===== config.mk =====
export PLATFORM = sky130hd
export DESIGN_NAME = uart_rx_buffered
export DESIGN_NICKNAME = d
export VERILOG_FILES = /design/src/rtl/uart_pkg.sv /design/src/rtl/sync_fifo.sv /design/src/rtl/uart_rx_buffered.sv
export SDC_FILE = /design/constraint.sdc
export NUM_CORES = 1
export LEC_CHECK = 0
export CORE_MARGIN = 3
export CORE_UTILIZATION = 60
export CTS_CLUSTER_DIAMETER = 120
export DETAILED_ROUTE_END_ITERATION = 16
export GPL_TIMING_DRIVEN = 0
export PLACE_DENSITY = 0.81
export SLEW_MARGIN = 10
export SYNTH_ARGS = -nofsm -noshare
export SYNTH_HDL_FRONTEND = slang
export SYNTH_HIERARCHICAL = 1
export SYNTH_SLANG_ARGS = --single-unit

===== constraint.sdc =====
create_clock -name clk -period 3.78 [get_ports clk]
set_clock_uncertainty 0.1 [all_clocks]
set_input_delay 0.378 -clock clk [delete_from_list [all_inputs] [get_ports clk]]
set_output_delay 0.378 -clock clk [all_outputs]
set_load 0.05 [all_outputs]

===== src/rtl/uart_pkg.sv =====
// UART shared definitions: receive FSM encoding and default rates/depths.
// Also used by the transmit side.
package uart_pkg;

  localparam int OVERSAMPLE_DEF = 16;
  localparam int FIFO_DEPTH_DEF = 4;

  typedef enum logic [2:0] {
    IDLE      = 3'd0,
    START     = 3'd1,
    DATA      = 3'd2,
    STOP      = 3'd3,
    WAIT_HIGH = 3'd4
  } rx_state_t;

endpackage


===== src/rtl/sync_fifo.sv =====
// Show-ahead synchronous FIFO; a pop on empty is ignored, and a push on full
// is accepted only when a pop happens in the same cycle.
module sync_fifo #(
  parameter int WIDTH = 8,
  parameter int DEPTH = 4
) (
  input  logic                     clk,
  input  logic                     reset,
  input  logic                     push,
  input  logic                     pop,
  input  logic [WIDTH-1:0]         din,
  output logic [WIDTH-1:0]         dout,
  output logic                     empty,
  output logic                     full,
  output logic [$clog2(DEPTH):0]   count
);

  localparam int AW = $clog2(DEPTH);
  localparam int CW = AW + 1;

  logic [WIDTH-1:0] r_mem [DEPTH];
  logic [AW-1:0]    r_wr_ptr;
  logic [AW-1:0]    r_rd_ptr;
  logic [CW-1:0]    r_count;
  logic             w_do_push;
  logic             w_do_pop;

  assign empty = (r_count == '0);
  assign full  = (r_count == CW'(DEPTH));
  assign count = r_count;
  assign dout  = empty ? '0 : r_mem[r_rd_ptr];

  assign w_do_pop  = pop && !empty;
  assign w_do_push = push && (!full || w_do_pop);

  always_ff @(posedge clk) begin
    if (w_do_push)
      r_mem[r_wr_ptr] <= din;
  end

  always_ff @(posedge clk or posedge reset) begin
    if (reset) begin
      r_wr_ptr <= '0;
      r_rd_ptr <= '0;
      r_count  <= '0;
    end else begin
      if (w_do_push)
        r_wr_ptr <= r_wr_ptr + AW'(1);
      if (w_do_pop)
        r_rd_ptr <= r_rd_ptr + AW'(1);
      unique case ({w_do_push, w_do_pop})
        2'b10:   r_count <= r_count + CW'(1);
        2'b01:   r_count <= r_count - CW'(1);
        default: r_count <= r_count;
      endcase
    end
  end

endmodule


===== src/rtl/uart_rx_buffered.sv =====
// 8N1 UART receiver with 16x oversampling, feeding a small show-ahead FIFO
// whose head is presented to the peripheral register/IRQ logic.
module uart_rx_buffered
  import uart_pkg::*;
#(
  parameter int OVERSAMPLE = OVERSAMPLE_DEF,
  parameter int FIFO_DEPTH = FIFO_DEPTH_DEF,
  parameter int CNT_W      = 3
) (
  input  logic             clk,
  input  logic             reset,
  input  logic             baud_tick,
  input  logic             UART_RX,
  input  logic             rd_en,
  input  logic             clr_err,
  output logic [7:0]       RX_DATA,
  output logic             RX_STATUS,
  output logic [CNT_W-1:0] rx_count,
  output logic             overrun,
  output logic             frame_err
);

  localparam int TW = $clog2(OVERSAMPLE);

  rx_state_t     r_state;
  logic          r_sync1;
  logic          r_rx_s;
  logic [TW-1:0] r_tcnt;
  logic [2:0]    r_bcnt;
  logic [7:0]    r_shift;
  logic          r_push;
  logic [7:0]    r_push_data;
  logic          r_overrun;
  logic          r_frame_err;

  logic          w_empty;
  logic          w_full;
  logic          w_bit_end;
  logic          w_mid_start;
  logic          w_frame_evt;
  logic          w_ovr_evt;

  always_ff @(posedge clk or posedge reset) begin
    if (reset) begin
      r_sync1 <= 1'b1;
      r_rx_s  <= 1'b1;
    end else begin
      r_sync1 <= UART_RX;
      r_rx_s  <= r_sync1;
    end
  end

  assign w_bit_end   = baud_tick && (r_tcnt == TW'(OVERSAMPLE - 1));
  assign w_mid_start = baud_tick && (r_tcnt == TW'(OVERSAMPLE / 2 - 1));
  assign w_frame_evt = (r_state == STOP) && w_bit_end && !r_rx_s;

  always_ff @(posedge clk or posedge reset) begin
    if (reset) begin
      r_state     <= IDLE;
      r_tcnt      <= '0;
      r_bcnt      <= '0;
      r_shift     <= '0;
      r_push      <= 1'b0;
      r_push_data <= '0;
    end else begin
      r_push <= 1'b0;
      unique case (r_state)
        IDLE: begin
          if (baud_tick && !r_rx_s) begin
            r_state <= START;
            r_tcnt  <= '0;
          end
        end
        START: begin
          if (w_mid_start) begin
            r_tcnt <= '0;
            r_bcnt <= '0;
            r_state <= r_rx_s ? IDLE : DATA;
          end else if (baud_tick) begin
            r_tcnt <= r_tcnt + TW'(1);
          end
        end
        DATA: begin
          if (w_bit_end) begin
            r_shift <= {r_rx_s, r_shift[7:1]};
            r_tcnt  <= '0;
            if (r_bcnt == 3'd7)
              r_state <= STOP;
            else
              r_bcnt <= r_bcnt + 3'd1;
          end else if (baud_tick) begin
            r_tcnt <= r_tcnt + TW'(1);
          end
        end
        STOP: begin
          if (w_bit_end) begin
            r_tcnt <= '0;
            if (r_rx_s) begin
              r_push      <= 1'b1;
              r_push_data <= r_shift;
              r_state     <= IDLE;
            end else begin
              r_state <= WAIT_HIGH;
            end
          end else if (baud_tick) begin
            r_tcnt <= r_tcnt + TW'(1);
          end
        end
        WAIT_HIGH: begin
          // A held-low line (break) must not look like a new start bit.
          if (baud_tick && r_rx_s)
            r_state <= IDLE;
        end
        default: r_state <= IDLE;
      endcase
    end
  end

  // A pop in the same cycle frees the slot, so no overrun then.
  assign w_ovr_evt = r_push && w_full && !rd_en;

  always_ff @(posedge clk or posedge reset) begin
    if (reset) begin
      r_overrun   <= 1'b0;
      r_frame_err <= 1'b0;
    end else begin
      if (w_ovr_evt)
        r_overrun <= 1'b1;
      else if (clr_err)
        r_overrun <= 1'b0;
      if (w_frame_evt)
        r_frame_err <= 1'b1;
      else if (clr_err)
        r_frame_err <= 1'b0;
    end
  end

  sync_fifo #(
    .WIDTH (8),
    .DEPTH (FIFO_DEPTH)
  ) u_fifo (
    .clk   (clk),
    .reset (reset),
    .push  (r_push),
    .pop   (rd_en),
    .din   (r_push_data),
    .dout  (RX_DATA),
    .empty (w_empty),
    .full  (w_full),
    .count (rx_count)
  );

  assign RX_STATUS = !w_empty;
  assign overrun   = r_overrun;
  assign frame_err = r_frame_err;

endmodule


---- Yosys cells after proc, flatten, opt, wreduce, memory -nomap -nowiden ----
Memories as Yosys holds them, arrays and structs flattened.
Cells that the tools add are included.
cells by class
  add/subtract/negate cells ............... 6
  eq/ne operators ......................... 17
  muxes and demuxes ....................... 28
  reductions and logical operators ........ 28
operators with widths
  operator               number
  $mux W3                10
  $mux W4                4
  $pmux W3 S5            1
  $ne A2 B2 Y1 const B   7
  $pmux W3 S2            2
  $pmux W4 S3            1
  $logic_and A1 B1 Y1    10
  $eq A3 B3 Y1 const B   3
  $mux W1                8
  $mux W8                1
  $reduce_bool A2 Y1     4
  $add A3 B1 Y3 const B  2
  $eq A3 B2 Y1 const B   2
  $logic_not A3 Y1       2
  $reduce_and A6 Y1      1
  $add A2 B1 Y2 const B  2
  $add A4 B1 Y4 const B  1
  $eq A4 B3 Y1 const B   1
  $eq A4 B4 Y1 const B   1
  $logic_not A1 Y1       4
  $reduce_and A2 Y1      2
  $reduce_and A4 Y1      1
  $eq A3 B1 Y1 const B   1
  $reduce_and A3 Y1      1
  7 further kinds        7
word-level totals
  bits in registers ....................... 38
  bits in writable memories ............... 32
  logic and storage cells ................. 93
  memories ................................ 1
memories
  memory        words  bits a word  rd ports  clocked after Yosys merged registers in  wr ports  RTL line         text
  u_fifo.r_mem  4      8            1         0                                        1         sync_fifo.sv:21  logic [WIDTH-1:0] r_mem [DEPTH];

---- Longest topological paths before layout ----
  depth after elaboration ................. 7
  depth in mapped cells ................... 9
  mapped depth without buffers ............ 9

---- Cells and area by module ----
Netlist, hierarchy kept.
modules (own cells, without submodules)
  module            times used  cells each  area each (um^2)  seq. area each (um^2)
  sync_fifo         1           91          1649.1            1136.1
  uart_rx_buffered  1           111         1427.6            778.2

---- Worst setup path before layout ----
Ideal clock, no wire load.
  path type ............................... reg2reg
  start ................................... register u_fifo.r_count[2] (netlist: u_fifo/count[2])
  end ..................................... register u_fifo.r_count[2] (netlist: u_fifo/count[2])
  arrival ................................. 2.297 ns
  setup slack ............................. 1.302 ns
  cell stages (with the launch flop) ...... 10
  cells stage by stage .................... dfrtp_1 or3b_1 o21a_4 inv_1 ha_1 inv_1 fa_1 xor2_1 nor2_1 xor2_1
on the way
  cells in the longest elaborated chain, start to end .. 7
  elaborated cells on any way between the ends .. 13
  classes of those cells .................. add/sub: 2; eq/ne: 3; mux: 1; reduce/logical: 7
RTL lines
  element                                            RTL line         text
  start, declared                                    sync_fifo.sv:24  logic [CW-1:0] r_count;
  start signal, assigned                             sync_fifo.sv:52  2'b10: r_count <= r_count + CW'(1);
  start signal, assigned                             sync_fifo.sv:53  2'b01: r_count <= r_count - CW'(1);
  start signal, assigned                             sync_fifo.sv:54  default: r_count <= r_count;
  $logic_not A3 Y1                                   sync_fifo.sv:28  assign empty = (r_count == '0);
  $logic_not A1 Y1                                   sync_fifo.sv:33  assign w_do_pop = pop && !empty;
  $logic_and A1 B1 Y1                                sync_fifo.sv:33
  $logic_or A1 B1 Y1                                 sync_fifo.sv:34  assign w_do_push = push && (!full || w_do_pop);
  $logic_and A1 B1 Y1                                sync_fifo.sv:34
  $eq A2 B1 Y1 or $eq A2 B2 Y1 (tied branches)       sync_fifo.sv:51  unique case ({w_do_push, w_do_pop})
  $pmux W3 S2 or $reduce_bool A2 Y1 (tied branches)  n/a
Parallel ways exist; a longest one is shown, timed or not.
A chain may end at the register's enable or synchronous reset.

---- Final worst setup path ----
  start ................................... register u_fifo.r_count[0] (netlist: u_fifo/count[0])
  end ..................................... output port RX_DATA[5]
on the way
  cells in the longest elaborated chain, start to end .. 2
RTL lines
  element           RTL line                text
  $logic_not A3 Y1  sync_fifo.sv:28
  $mux W8           sync_fifo.sv:31         assign dout = empty ? '0 : r_mem[r_rd_ptr];
  end, declared     uart_rx_buffered.sv:16  output logic [7:0] RX_DATA,
Every way passes these cells.

==> results.txt <==
- The flow ran to the end, and the final reports show no timing, DRC or antenna violations.
- Predominant post-synthesis flop cell: sky130_fd_sc_hd__dfrtp_1
- Measured in cells, the most critical reg-to-reg path has a length of 9.
* MaxCap Viol Count: 0
- Filler instances: 298
- Count of warnings emitted by yosys: 6
* Worst-case register-to-register setup slack: 1.34 ns
- Initial Util: 0.635
- PnR worst setup slack: 0.902 ns
* Peak supply drop: 0.000412 V
- TritonCTS clock tree: yes
- For this design the static power due to leakage is 1.45 nW.
* Proportion of layout cells with a drive suffix above 1: 0.241
- Synthesis handed over a netlist of 202 instances.
- For the pin with the worst max-slew slack, the measured transition is 1.07 ns.
* Post-CTS setup buffer count: 0
- Die Span Y: 77.6 µm
- Routability-driven placement finished with a final weighted congestion of 0.903.
- Setup CP Type: flop to primary output
* Worst Hold Slack: 0.226 ns
- Yosys reg bits: 70
* Pwr per Cell Area: 714 nW/µm²
- The number of pins with negative max-slew slack in the final report came to 0.
- The first global-routing pass estimated 8310 µm of wire.
- Mean instance size in the synthesized netlist: 15.2 µm²
- Via count of the first global-routing pass: 1773
- In this run the critical register-to-register path is captured at u_fifo/count[2].
- The detailed router finished its first iteration with 72 violations.
* Insertion delay to the later sink of the worst-skew pair: 0.33 ns
- Yosys mapped a number of flops with a built-in enable equal to 32.
* Sort of element at the start of the critical path: flop
- Number of library cell types mapped by synthesis: 46
* Final critical delay including setup and external delays: 2.88 ns
- Cells resized by post-CTS repair: 0
- Wires add up to 4910 µm.
- Ports: 20
* Highest Clock Rate: 347 MHz
- In this run the deepest clock path goes through 2 buffers.
- The synthesized netlist occupies a cell area of 3080 µm².
- Most common library cell in the layout ignoring fill and taps: sky130_fd_sc_hd__dfrtp_1
- The library cells used most frequently in the layout, excluding fill and tap cells, are sky130_fd_sc_hd__dfrtp_1, sky130_fd_sc_hd__edfxtp_1, sky130_fd_sc_hd__clkdlybuf4s50_1.
- RSZ-0062 raised after global routing: false
- After detailed routing, the average wire length per cell comes to 16.1 µm.
- Crit path arrival time: 2.40 ns
* Port Buffers: 19
- Layout overhead on the synthesized area: 15.6%
* Clock tree root buffer cell: sky130_fd_sc_hd__clkbuf_8
* Share of flip-flops with an asynchronous set or reset after synthesis: 0.543
- Die Outline Area: 6020 µm²
- The number of antenna violations at the first check in global routing was 0.
* DR DRC count: 0
- The worst setup path is captured at a primary output.
- Required @ worst endpoint: 3.30 ns
- The final layout contains 247 nets.
* Core area: 4850 µm²
* Clock transition at the register clock pins on the worst setup and hold paths after CTS: 0.07 ns
- Number of buffers added by the clock tree synthesis step: 9
- Final TNS setup: 0 ns
* Synthesized netlist net count: 217
- For this run, the register share of the synthesized area comes to 0.622.
- Number of nets still failing antenna checks after routing: 0
- Reg2Reg Launch Point: u_fifo/count[0]
- Residual overflow from global routing: 0
- Counting every sink on the clock net gives 70.
- Depth of the CTS H-tree: 3
- Routed vias/inst: 5.56
- Of the available clock period, the critical path in the final layout requires 0.761.
- Slew HR: 0.280
* # setup viols final: 0
- In the final layout, the multi-input gates occupy 1070 µm².
- Hold crit path type: primary input to async pin
* CTS Hold Buffers Added: 0
- The sequential cells in the finished layout cover a total of 1910 µm².
* Standard-cell rows: 25
* Worst slack after detailed placement: 1.24 ns
- The detailed router placed 1689 vias in this run.
- Maximum number of pins on one net before global-route repair: 32
* Overall routing resource usage: 0.181
- Die boundary width: 77.6 µm
* DP HPWL: 3500 µm
- Pre-antenna DRT Iters: 4
* Count of final hold-check violations: 0
* Number of diodes added for antenna fixing: 0
- Along the worst path, the maximum fanout reaches 10.
-- sequential cells by signal, summed over array words and instances, names as in the netlist --
signal / count
overrun: 1
r_push: 1
r_rx_s: 1
r_state: 3
u_fifo/count: 3
u_fifo/r_wr_ptr: 2
r_bcnt: 3
u_fifo/r_rd_ptr: 2
r_push_data: 8
r_tcnt: 4
r_shift: 8
frame_err: 1
r_sync1: 1
u_fifo/r_mem: 32
-- power by group --
part	internal (W)	total, W	leakage [nW]	switching [W]
combinational	0.000394	0.00101	0.589	0.000614
clock	0.000360	0.000614	0.104	0.000254
sequential	0.000862	0.000918	0.752	0.0000564
total	0.00162	0.00254	1.45	0.000924
-- stage by stage --
step	instance area, µm²	total power [W]	utilization	std cells
final	3560	0.00254	0.734	304
after global placement	3350	0.00190	0.691	288
after global routing	3560	0.00268	0.734	304
after detailed placement	3350	0.00195	0.691	288
after floorplan	3080	0.00167	-	202
after CTS	3560	0.00256	0.734	304
-- layout make-up --
class / instances / area share
inverter: 15 / 0.0158
multi-input combinational: 110 / 0.302
clock inverter: 1 / 0.00844
buffer: 7 / 0.00879
clock buffer: 15 / 0.0496
tap: 67 / 0.0236
timing repair buffer: 19 / 0.0535
sequential: 70 / 0.538
-- Yosys cell counts, types with 2 or more instances --
cell,n,area (µm²)
sky130_fd_sc_hd__o21ai_0,5,25.0
sky130_fd_sc_hd__mux2i_1,2,20.0
sky130_fd_sc_hd__nor3_4,2,32.5
sky130_fd_sc_hd__and2_1,9,56.3
sky130_fd_sc_hd__nand2_1,3,11.3
sky130_fd_sc_hd__edfxtp_1,32,961
sky130_fd_sc_hd__mux2_2,17,191
sky130_fd_sc_hd__dfstp_2,2,52.6
sky130_fd_sc_hd__nand4_1,3,18.8
sky130_fd_sc_hd__nor2b_1,3,18.8
sky130_fd_sc_hd__buf_2,3,15.0
sky130_fd_sc_hd__dfrtp_1,36,901
sky130_fd_sc_hd__clkbuf_1,3,11.3
sky130_fd_sc_hd__a21oi_1,5,25.0
sky130_fd_sc_hd__and2b_1,2,15.0
sky130_fd_sc_hd__nor2_1,4,15.0
sky130_fd_sc_hd__a22o_1,3,26.3
sky130_fd_sc_hd__nand4b_1,2,17.5
sky130_fd_sc_hd__xor2_1,4,35.0
sky130_fd_sc_hd__inv_1,15,56.3
sky130_fd_sc_hd__nor3b_1,2,15.0
sky130_fd_sc_hd__mux4_2,8,180
sky130_fd_sc_hd__and3_1,2,12.5
sky130_fd_sc_hd__xnor2_1,3,26.3
sky130_fd_sc_hd__and2_2,4,30.0
sky130_fd_sc_hd__ha_1,8,100
-- worst max path at each step --
stage	startpoint	endpoint	slack, ns	depth (start not counted)
global route	u_fifo/count[0]	RX_DATA[4]	0.77	4
detailed placement	u_fifo/count[0]	RX_DATA[2]	1.24	4
finish	u_fifo/count[0]	RX_DATA[5]	0.90	4
CTS	u_fifo/count[0]	RX_DATA[5]	0.87	4
global placement	u_fifo/r_rd_ptr[0]	RX_DATA[5]	1.29	4
floorplan	u_fifo/count[2]	u_fifo/count[2]	1.30	9
-- kinds of logic after synthesis --
logic type      after synthesis  share of synthesized area
flops                        70                      0.622
simple gates                 43                      0.104
mux                          28                      0.132
compound gates               23                     0.0545
buf+inv                      22                     0.0285
fa+ha+maj                     9                     0.0390
xor+xnor                      7                     0.0199
-- worst max-delay path, stage by stage, from the launching register on --
cell                              delay (ns)
sky130_fd_sc_hd__dfrtp_1                0.43
sky130_fd_sc_hd__or3_2                  0.51
sky130_fd_sc_hd__clkbuf_1               0.23
sky130_fd_sc_hd__and2_1                 0.20
sky130_fd_sc_hd__clkdlybuf4s50_1        0.69
-- routing by layer --
metal,vias to the layer above,GRT usage,routed length (µm)
met5,-,0,0
met4,0,0.0925,115
met2,34,0.307,2530
met3,11,0.0383,181
met1,844,0.219,2080
li1,800,-,-
Power figures use the tool's default switching activity.
